==> src/rtl/shift_pkg.sv <==
// Shared definitions for the multi-cycle shift sequencer.
//   state_e  : sequencer FSM state encoding (2 bits)
//   DATA_W   : operand / result width
//   STEP_MAX : largest amount the shift datapath applies in one cycle
//   STEP_W   : width of the per-cycle shift amount
package shift_pkg;

   localparam int DATA_W   = 8;
   localparam int STEP_MAX = 7;
   localparam int STEP_W   = 3;

   typedef enum logic [1:0] {
      ST_IDLE = 2'd0,
      ST_RUN  = 2'd1,
      ST_DONE = 2'd2
   } state_e;

endpackage

==> src/rtl/shift.sv <==
// Combinational logical shifter with zero fill.
//   a : operand
//   d : direction, 0 = left, 1 = right
//   n : shift amount (0..7)
//   x : shifted result
module shift (
   input  logic [7:0] a,
   input  logic       d,
   input  logic [2:0] n,
   output logic [7:0] x
);

   assign x = d ? (a >> n) : (a << n);

endmodule

==> src/rtl/shift_seq.sv <==
// Multi-cycle shift sequencer: applies a total shift of up to 2^AMT_W-1
// positions using a 0..7 shift datapath, one step per RUN cycle.
//   clk       : rising-edge clock
//   rst_n     : asynchronous active-low reset
//   in_valid  / in_ready  : request handshake (in_data, in_dir, in_amt)
//   out_valid / out_ready : result handshake (out_data)
//   busy      : high whenever the FSM is not in IDLE
//
// state   | meaning
// --------+-------------------------------------------------------
// ST_IDLE | waiting for a request, in_ready high
// ST_RUN  | shifting by min(rem_q, 7) per cycle, rem_q counts down
// ST_DONE | result held on out_data until out_ready
module shift_seq
   import shift_pkg::*;
#(
   parameter int AMT_W = 5
) (
   input  logic              clk,
   input  logic              rst_n,
   input  logic              in_valid,
   output logic              in_ready,
   input  logic [DATA_W-1:0] in_data,
   input  logic              in_dir,
   input  logic [AMT_W-1:0]  in_amt,
   output logic              out_valid,
   input  logic              out_ready,
   output logic [DATA_W-1:0] out_data,
   output logic              busy
);

   localparam logic [AMT_W-1:0] STEP_MAX_AMT = AMT_W'(STEP_MAX);

   state_e              state_q, state_d;
   logic [DATA_W-1:0]   data_q, data_d;
   logic                dir_q, dir_d;
   logic [AMT_W-1:0]    rem_q, rem_d;
   logic                in_ready_q, in_ready_d;
   logic                out_valid_q, out_valid_d;
   logic                busy_q, busy_d;

   logic [STEP_W-1:0]   step;
   logic [AMT_W-1:0]    step_ext;
   logic [DATA_W-1:0]   shifted;

   always_comb begin
      step     = (rem_q > STEP_MAX_AMT) ? STEP_W'(STEP_MAX) : rem_q[STEP_W-1:0];
      step_ext = AMT_W'(step);
   end

   shift u_shift (
      .a (data_q),
      .d (dir_q),
      .n (step),
      .x (shifted)
   );

   always_comb begin
      state_d = state_q;
      data_d  = data_q;
      dir_d   = dir_q;
      rem_d   = rem_q;
      case (state_q)
         ST_IDLE: begin
            // in_ready_q stays low for the first edge after reset release
            if (in_valid && in_ready_q) begin
               data_d  = in_data;
               dir_d   = in_dir;
               rem_d   = in_amt;
               state_d = (in_amt != '0) ? ST_RUN : ST_DONE;
            end
         end
         ST_RUN: begin
            data_d = shifted;
            rem_d  = rem_q - step_ext;
            if (rem_q == step_ext) state_d = ST_DONE;
         end
         ST_DONE: begin
            if (out_ready) state_d = ST_IDLE;
         end
         default: state_d = ST_IDLE;
      endcase
   end

   // Handshake outputs are registered from the next state so they are
   // all low during reset and line up exactly with state_q afterwards.
   always_comb begin
      in_ready_d  = (state_d == ST_IDLE);
      out_valid_d = (state_d == ST_DONE);
      busy_d      = (state_d != ST_IDLE);
   end

   always_ff @(posedge clk or negedge rst_n) begin
      if (!rst_n) begin
         state_q     <= ST_IDLE;
         data_q      <= '0;
         dir_q       <= 1'b0;
         rem_q       <= '0;
         in_ready_q  <= 1'b0;
         out_valid_q <= 1'b0;
         busy_q      <= 1'b0;
      end else begin
         state_q     <= state_d;
         data_q      <= data_d;
         dir_q       <= dir_d;
         rem_q       <= rem_d;
         in_ready_q  <= in_ready_d;
         out_valid_q <= out_valid_d;
         busy_q      <= busy_d;
      end
   end

   assign in_ready  = in_ready_q;
   assign out_valid = out_valid_q;
   assign busy      = busy_q;
   assign out_data  = data_q;

endmodule
==> config.mk <==
export PLATFORM = sky130hd
export DESIGN_NAME = shift_seq
export DESIGN_NICKNAME = d
export VERILOG_FILES = /design/src/rtl/shift_pkg.sv /design/src/rtl/shift.sv /design/src/rtl/shift_seq.sv
export SDC_FILE = /design/constraint.sdc
export NUM_CORES = 1
export LEC_CHECK = 0
export CORE_UTILIZATION = 45
export DETAILED_ROUTE_END_ITERATION = 10
export GPL_ROUTABILITY_DRIVEN = 0
export PLACE_DENSITY = 0.71
export SLEW_MARGIN = 5
export SYNTH_ARGS = -nofsm -noshare
export SYNTH_HDL_FRONTEND = slang
export SYNTH_SLANG_ARGS = --single-unit
export TNS_END_PERCENT = 50
==> constraint.sdc <==
create_clock -name clk -period 2.1 [get_ports clk]
set_input_delay 0.42 -clock clk [delete_from_list [all_inputs] [get_ports clk]]
set_output_delay 0.42 -clock clk [all_outputs]
set_load 0.1 [all_outputs]
==> out/results.txt, run 1 <==
Die outline width: 59.7 um
Count leader, synth: nor2_1
Io pins: 29
Compound-gate portion of the synthesized area: 0.300
Post-synthesis sequential area ratio: 0.317
Die height: 59.7 um
Final Cell Area: 1890 um2
DR vias: 1674
Final setup violating endpoints: 0
Synth top cells by count: 24 x nor2_1, 22 x nand2_1, 19 x dfrtp_1, 12 x o21ai_0, 9 x o22ai_1
First-pass GRT wire length: 7330 um
Crit Path Max Fanout: 13
WP data required: 2.30 ns
Mux cell area share after synthesis: 0.0425
Synthesis Warnings: 0
Highest clock rate: 523 MHz
Max_slew headroom: 0.693
RSZ-0062 raised after global routing: false
Post-DP HPWL: 3390 um
Root buf cell: clkbuf_4
Post-DRT Antenna Nets: 0
Initial DRC Count: 211
Hold Buf Count CTS: 0
Share of flip-flops with an asynchronous set or reset: 1.00
HP Class: in2async
Max clock buf depth: 2
Number of synthesized register bits: 19
Pin count of the biggest net entering global routing: 20
Area share of the largest cell type after synthesis: 0.317
Antenna Cells: 0
Max capacitance violation total: 0
Placed inst area: 1860 um2
Area of the multi-input gates: 923 um2
Port bufs: 28
Core box area: 3100 um2
GRT Total Usage: 0.275
Via density: 6.29
Leading post-synthesis cells by cell area: dfrtp_1 32%, nor2_1 6.0%, nand2_1 5.5%, o21ai_0 4.0%, o22ai_1 3.8%
Dpl cells: 261
Largest family of logic cells by synthesized area: compound AO/OA/AOI/OAI gates
CTS Sinks: 19
P&R area growth vs syn: 26.1%
Sequential cell area: 475 um2
Crit. End Element: flop
Layout Cells excl Fill: 266
Mapped Cells: 187
Worst Clk Skew: 0.00913 ns
Clock transition at the registers of the reported paths: 0.12 ns
Slew @ Worst Pin: 0.459 ns
CP Launch Point: rem_q[4]
Routed len/inst: 17.1 um
Die Area: 3570 um2
Tmin final: 1.91 ns
Synth Flop Type: dfrtp_1
# rows: 20
R2r startpoint: rem_q[4]
Setup CP Type: reg2reg
Area leader, netlist: dfrtp_1
Post-synth EDFFs: 0
Synth Area in XOR/XNOR: 0
CTS buffer count: 3
Final Cycle Share: 0.911
First-pass DRT Iterations: 6
Initial antenna violation count: 0
Fill count: 313
Final hold viol count: 0
Post-Syn Area per Cell: 8.02 um2
Dpl ws: -0.00354 ns
Synth cell types: 46
CTS tree: built
Simple-gate portion of the synthesized area: 0.264
Synth Cell Area: 1500 um2
Total grt overflow: 0
Syn Nets: 206
Later-pin clock latency in the skew report: 0.31 ns
H-tree Lvls: 1
Startpoint Class: flop
Final wirelength: 4540 um
Fin worst setup slack: 0.187 ns
Post-Synth Adder-Cell Area: 0.00834
Crit path DAT: 2.11 ns
Initial Util: 0.483
Status: finished, final reports clean
Nets@finish: 242
Max Slew Vio Count: 0
Vias in the first global route: 1507
Layout cells sized above 1: 0.185
Drc violations: 0
[worst max-delay path, stage by stage, from the launching register on]
cell and delay, ns:
dfrtp_1 0.46, or2_2 0.43, nor2_1 0.18, or3_1 0.20, o221ai_1 0.16, o32a_1 0.36
[cells in the final DEF (no fill, tap or decap), types with 2 or more instances in the layout]
master	count
o21ai_0	12
clkdlybuf4s50_1	17
a211oi_1	4
inv_1	7
clkbuf_4	3
o22ai_1	9
nor4_1	2
dfrtp_1	19
o311ai_0	2
a222oi_1	2
nand2_1	22
nor3_1	3
o221ai_1	6
or2_2	3
mux2i_1	3
a21oi_1	5
buf_4	28
a32oi_1	3
nand3_1	3
nor2_1	24
o211ai_1	3
o22a_1	2
nor2b_1	3
or3_1	6
nand2b_1	4
o32a_1	5
nand4_1	2
and3_1	2
[metal layers]
layer / wire (um) / up-vias / track usage / part of all wire
met5: 0 / - / 0 / 0
met4: 80 / 0 / 0.110 / 0.018
met3: 431 / 13 / 0.0368 / 0.095
met2: 2130 / 102 / 0.429 / 0.47
met1: 1900 / 784 / 0.384 / 0.42
li1: - / 775 / - / -
[cell type report]
type                       count  area share
clock buffer                   3      0.0119
clock inverter                 1     0.00265
inverter                       8      0.0159
multi-input combinational    146       0.488
sequential                    19       0.251
tap                           44      0.0291
timing repair buffer          45       0.201
[worst paths after layout]
| path | to | slack [ns] | depth (start not counted) |
|---|---|---|---|
| setup / recovery | out_data[2] | 0.19 | 5 |
| hold / removal | state_q[0] | 0.42 | 2 |
| setup reg to reg | out_data[2] | 0.19 | 5 |
| hold reg to reg | rem_q[3] | 0.61 | 2 |
| max in group asynchronous | out_data[7] | 1.45 | 2 |
| min in group clk | rem_q[3] | 0.61 | 2 |
[state kept, by name, indices dropped and copies added (netlist names)]
| name | count |
|---|---|
| busy | 1 |
| dir_q | 1 |
| state_q | 2 |
| out_valid | 1 |
| in_ready | 1 |
| rem_q | 5 |
| out_data | 8 |
[metrics by stage]
step	hold WS [ns]	setup TNS, ns	utilization
5_1_grt	0.464	0	0.610
3_5_place_dp	0.591	-0.00354	0.598
6_report	0.425	0	0.610
3_3_place_gp	0.571	0	0.598
4_1_cts	0.433	0	0.607
2_1_floorplan	0.124	0	-
[logic make-up after synthesis]
| group | count (synthesis) |
|---|---|
| buffers and inverters | 22 |
| and+or+nand+nor | 79 |
| adders and majority gates | 1 |
| AOI/OAI and AO/OA | 61 |
| muxes | 5 |
| DFF | 19 |
[repair_timing]
item	CTS	global route
setup buffers	0	1
endpoints found under the setup margin	0	1
gates resized for setup	0	0
Power of run 1 is not shown: default switching activity piles up to over one toggle a cycle in this logic, so the estimate is an artifact.
==> run 2: changes to the inputs <==
Settings changed: CELL_PAD_IN_SITES_DETAIL_PLACEMENT set to 1, CELL_PAD_IN_SITES_GLOBAL_PLACEMENT set to 1, CORE_MARGIN set to 3, CORE_UTILIZATION 45 to 38, PLACE_DENSITY 0.71 to not set, PLACE_DENSITY_LB_ADDON set to 0.1.
==> run 2 against run 1 <==
Worst hold slack better by 0.058 ns. First-iteration DRC count fell by 31%. Largest cell class unchanged. Critical endpoint unchanged. Cell area increased by 2.7%. Final cell count up 1.5%. Maximum frequency fell by 4.1%. Wire length up 21%. Register-to-register slack got worse by 0.08 ns. Highest routed layer unchanged. Via count increased by 0.60%. Clock-buffer cell count did not move. Global-route usage is 2.2 points lower.
==> out/results.txt, run 2 (synthesized netlist as in run 1, its figures left out) <==
Status: finished, final reports clean (unchanged)
Total Neg Setup Slack: 0 ns (unchanged)
RSZ-0062 raised after global routing: false (unchanged)
Antenna Cells: 0 (unchanged)
Post-DP HPWL: 4110 um (was 3390 um)
Setup CP Type: reg2reg (unchanged)
WP data required: 2.25 ns (was 2.30 ns)
Placed inst area: 1890 um2 (was 1860 um2)
Final hold viol count: 0 (unchanged)
Final Cycle Share: 0.950 (was 0.911)
Max capacitance violation total: 0 (unchanged)
Max clock buf depth: 2 (unchanged)
Io pins: 29 (unchanged)
Crit. End Element: flop (unchanged)
Nets@finish: 242 (unchanged)
CTS buffer count: 3 (unchanged)
Crit path to: out_data[2] (unchanged)
Initial antenna violation count: 0 (unchanged)
Layout Cells excl Fill: 270 (was 266)
Initial Util: 0.401 (was 0.483)
GRT Total Usage: 0.253 (was 0.275)
CP Launch Point: rem_q[3] (was rem_q[4])
Most frequent cells in the layout: 26 x buf_4, 24 x nor2_1, 22 x nand2_1 (was 28 x buf_4, 24 x nor2_1, 22 x nand2_1)
HP Class: in2async (unchanged)
Vias in the first global route: 1682 (was 1507)
CP max stage delay: 0.47 ns (was 0.46 ns)
Root buf cell: clkbuf_8 (was clkbuf_4)
P&R area growth vs syn: 29.5% (was 26.1%)
First-pass DRT Iterations: 4 (was 6)
Slew @ Worst Pin: 0.481 ns (was 0.459 ns)
Dpl cells: 266 (was 261)
Crit Path Max Fanout: 13 (unchanged)
CP Cell Sequence: or2_2 -> nor2_1 -> or3_1 -> o221ai_1 -> o32a_1 (unchanged)
Total grt overflow: 0 (unchanged)
Core box area: 3740 um2 (was 3100 um2)
Via density: 6.24 (was 6.29)
Final Cell Area: 1940 um2 (was 1890 um2)
Drc violations: 0 (unchanged)
Crit path DAT: 2.15 ns (was 2.11 ns)
Port bufs: 28 (unchanged)
R2r startpoint: rem_q[3] (was rem_q[4])
# rows: 22 (was 20)
Die outline width: 68.8 um (was 59.7 um)
R2r setup slk: 0.11 ns (was 0.19 ns)
Slowest cell on crit path: or2_2 (was dfrtp_1)
DR vias: 1684 (was 1674)
Initial DRC Count: 146 (was 211)
Startpoint Class: flop (unchanged)
Worst R2R Path Depth: 5 (unchanged)
Post-cts resize count: 0 (unchanged)
FF-to-FF End: out_data[2] (unchanged)
Later-pin clock latency in the skew report: 0.27 ns (was 0.31 ns)
Worst Clk Skew: 0.00245 ns (was 0.00913 ns)
Tmin final: 1.99 ns (was 1.91 ns)
Final wirelength: 5490 um (was 4540 um)
Post-DRT Antenna Nets: 0 (unchanged)
CTS Sinks: 19 (unchanged)
Hold Buf Count CTS: 0 (unchanged)
Post-CTS Setup Inserts: 0 (unchanged)
Max_slew headroom: 0.678 (was 0.693)
Die Area: 4740 um2 (was 3570 um2)
Max Slew Vio Count: 0 (unchanged)
Layout cells sized above 1: 0.185 (unchanged)
Routed len/inst: 20.3 um (was 17.1 um)
CTS tree: built (unchanged)
Pin count of the biggest net entering global routing: 20 (unchanged)
Clock transition at the registers of the reported paths: 0.09 ns (was 0.12 ns)
Max reg flops: 8 (unchanged)
Commonest non-fill, non-tap cell in the layout: buf_4 (unchanged)
First-pass GRT wire length: 8750 um (was 7330 um)
Die height: 68.8 um (was 59.7 um)
Final setup violating endpoints: 0 (unchanged)
H-tree Lvls: 1 (unchanged)
Highest clock rate: 501 MHz (was 523 MHz)
[run 2: per-stage QoR]
| stage | worst slack [ns] | hold slack (ns) | util |
|---|---|---|---|
| after global placement | -0.0239 | 0.572 | 0.506 |
| after detailed placement | -0.0747 | 0.611 | 0.506 |
| after floorplan | 0.0476 | 0.124 | - |
| after global routing | 0.0104 | 0.498 | 0.519 |
| final | 0.105 | 0.483 | 0.519 |
| after CTS | 0.112 | 0.495 | 0.519 |
[run 2: worst min path at each step]
| stage | startpoint | to | slack (ns) | depth (start not counted) |
|---|---|---|---|---|
| finish | rst_n | out_data[6] | 0.48 | 2 |
| floorplan | rst_n | busy | 0.12 | 0 |
| global route | rst_n | rem_q[3] | 0.50 | 2 |
| CTS | rst_n | out_data[6] | 0.49 | 2 |
| detailed placement | state_q[1] | state_q[0] | 0.61 | 2 |
| global placement | state_q[1] | state_q[0] | 0.57 | 2 |
[run 2: worst max-delay path, delay by kind of cell, from the launching register on]
| family | cells | cell delay (ns) |
|---|---|---|
| compound gates | 2 | 0.55 |
| simple gates | 3 | 0.89 |
| flops | 1 | 0.45 |
[run 2: layer usage]
layer / up-vias / track usage / share of wire
met4: 0 / 0.0633 / 0.0056
met1: 847 / 0.349 / 0.46
met5: - / 0 / 0
met3: 4 / 0.0373 / 0.059
met2: 54 / 0.414 / 0.48
li1: 779 / - / -
[run 2: final cells by class]
type	instances	area, um2
Fill cell	472	1800
Multi-Input combinational cell	146	923
Sequential cell	19	475
Timing Repair Buffer	45	405
Tap cell	48	60.1
Clock buffer	3	41.3
Inverter	8	30.0
Clock inverter	1	7.51
Power of run 2 is left out for the same reason.
==> run 3: changes to the inputs <==
Settings changed: CORE_UTILIZATION 38 to 41.
Clock period 2.1 ns to 2.35 ns, I/O delays scaled along.
==> run 3 against run 2 <==
Flip-flop and latch count stayed put. Critical path type unchanged. Wire length is 2.9% lower. Setup slack better by 0.16 ns. First-iteration DRC count is 25% higher. Critical path depth stayed put. Die area is 6.7% lower. Final cell count is 3.7% lower. Worst hold slack better by 0.068 ns.
==> out/results.txt, run 3 (synthesized netlist as in run 1, its figures left out) <==
Core box area: 3440 um2 (was 3740 um2)
CP delay by family, top: simple AND/OR/NAND/NOR gates (unchanged)
Post-DP HPWL: 4080 um (was 4110 um)
Post-DRT Antenna Nets: 0 (unchanged)
Hold Buf Count CTS: 0 (unchanged)
Crit path depth: 5 (unchanged)
Final Cycle Share: 0.886 (was 0.950)
Status: finished, final reports clean (unchanged)
Via density: 6.40 (was 6.24)
Max clock buf depth: 2 (unchanged)
Nets@finish: 234 (was 242)
Worst R2R Path Depth: 5 (unchanged)
DR vias: 1665 (was 1684)
Dpl cells: 256 (was 266)
Slew @ Worst Pin: 0.503 ns (was 0.481 ns)
Worst Clk Skew: 0.00449 ns (was 0.00245 ns)
Fin Hold WS: 0.551 ns (was 0.483 ns)
Port bufs: 28 (unchanged)
Die outline width: 66.5 um (was 68.8 um)
CP max stage delay: 0.52 ns (was 0.47 ns)
Die height: 66.5 um (was 68.8 um)
Setup CP Type: reg2reg (unchanged)
Antenna Cells: 0 (unchanged)
Crit path DAT: 2.28 ns (was 2.15 ns)
HP Class: in2async (unchanged)
Max Slew Vio Count: 0 (unchanged)
Vias in the first global route: 1708 (was 1682)
Initial Util: 0.436 (was 0.401)
GRT Total Usage: 0.253 (about the same)
Sequential cell area: 475 um2 (unchanged)
Area of the multi-input gates: 923 um2 (unchanged)
Final hold viol count: 0 (unchanged)
Placed inst area: 1810 um2 (was 1890 um2)
CTS Sinks: 19 (unchanged)
Crit. End Element: flop (unchanged)
Later-pin clock latency in the skew report: 0.26 ns (was 0.27 ns)
P&R area growth vs syn: 23.4% (was 29.5%)
CTS tree: built (unchanged)
Max capacitance violation total: 0 (unchanged)
Pin count of the biggest net entering global routing: 20 (unchanged)
Final wirelength: 5330 um (was 5490 um)
WP data required: 2.54 ns (was 2.25 ns)
First-pass GRT wire length: 8490 um (was 8750 um)
Slowest cell on crit path: dfrtp_1 (was or2_2)
Max_slew headroom: 0.662 (was 0.678)
Highest clock rate: 480 MHz (was 501 MHz)
Root buf cell: clkbuf_8 (unchanged)
H-tree Lvls: 1 (unchanged)
Total grt overflow: 0 (unchanged)
Initial DRC Count: 182 (was 146)
Post-CTS Setup Inserts: 0 (unchanged)
Initial antenna violation count: 0 (unchanged)
Routed len/inst: 20.5 um (was 20.3 um)
Worst Path Buf+Inv: 0 (unchanged)
Max reg flops: 8 (unchanged)
Commonest non-fill, non-tap cell in the layout: nor2_1 (was buf_4)
Final setup violating endpoints: 0 (unchanged)
Crit Path Max Fanout: 13 (unchanged)
RSZ-0062 raised after global routing: false (unchanged)
Most frequent cells in the layout: 24 x nor2_1, 22 x nand2_1, 20 x buf_4 (was 26 x buf_4, 24 x nor2_1, 22 x nand2_1)
Layout cells sized above 1: 0.150 (was 0.185)
Layout Cells excl Fill: 260 (was 270)
Fill count: 437 (was 472)
Tmin final: 2.08 ns (was 1.99 ns)
First-pass DRT Iterations: 4 (unchanged)
# rows: 21 (was 22)
Post-cts resize count: 0 (unchanged)
CP Cell Sequence: or2_2 -> nor4_4 -> o21ai_0 -> a21oi_1 -> o32a_1 (was or2_2 -> nor2_1 -> or3_1 -> o221ai_1 -> o32a_1)
Drc violations: 0 (unchanged)
Die Area: 4420 um2 (was 4740 um2)
Startpoint Class: flop (unchanged)
Final Cell Area: 1850 um2 (was 1940 um2)
CTS buffer count: 3 (unchanged)
Clock transition at the registers of the reported paths: 0.07 ns (was 0.09 ns)
Io pins: 29 (unchanged)
Total Neg Setup Slack: 0 ns (unchanged)
[run 3: cell count changes in the layout (fill, tap and decap cells not counted)]
cell,delta
buf_12,-2
clkinvlp_4,-1
buf_4,-6
clkbuf_1,+1
[run 3: per-stage QoR]
stage / utilization / worst slack, ns
detailed placement: 0.525 / 0.0834
finish: 0.538 / 0.268
CTS: 0.538 / 0.308
global route: 0.538 / 0.219
floorplan: - / 0.298
global placement: 0.525 / 0.120
[run 3: final timing paths]
kind / from / end / slack, ns
worst max-delay path: rem_q[4] / out_data[4] / 0.27
worst min-delay path: rst_n / out_data[7] / 0.55
worst max register to register: rem_q[4] / out_data[4] / 0.27
worst min register to register: state_q[1] / state_q[0] / 0.63
max in group asynchronous: rst_n / state_q[1] / 1.59
min in group clk: state_q[1] / state_q[0] / 0.63
[run 3: area by class of cell]
cell class / instances / area share
sequential: 19 / 0.257
multi-input combinational: 146 / 0.499
timing repair buffer: 37 / 0.173
clock buffer: 4 / 0.0243
inverter: 8 / 0.0162
tap: 46 / 0.0311
[run 3: metal layers]
| metal | GRT usage | wire (um) |
|---|---|---|
| met4 | 0.0914 | 97 |
| met3 | 0.0253 | 254 |
| met2 | 0.440 | 2740 |
| met1 | 0.323 | 2240 |
| met5 | 0 | 0 |
Power of run 3 is left out for the same reason.
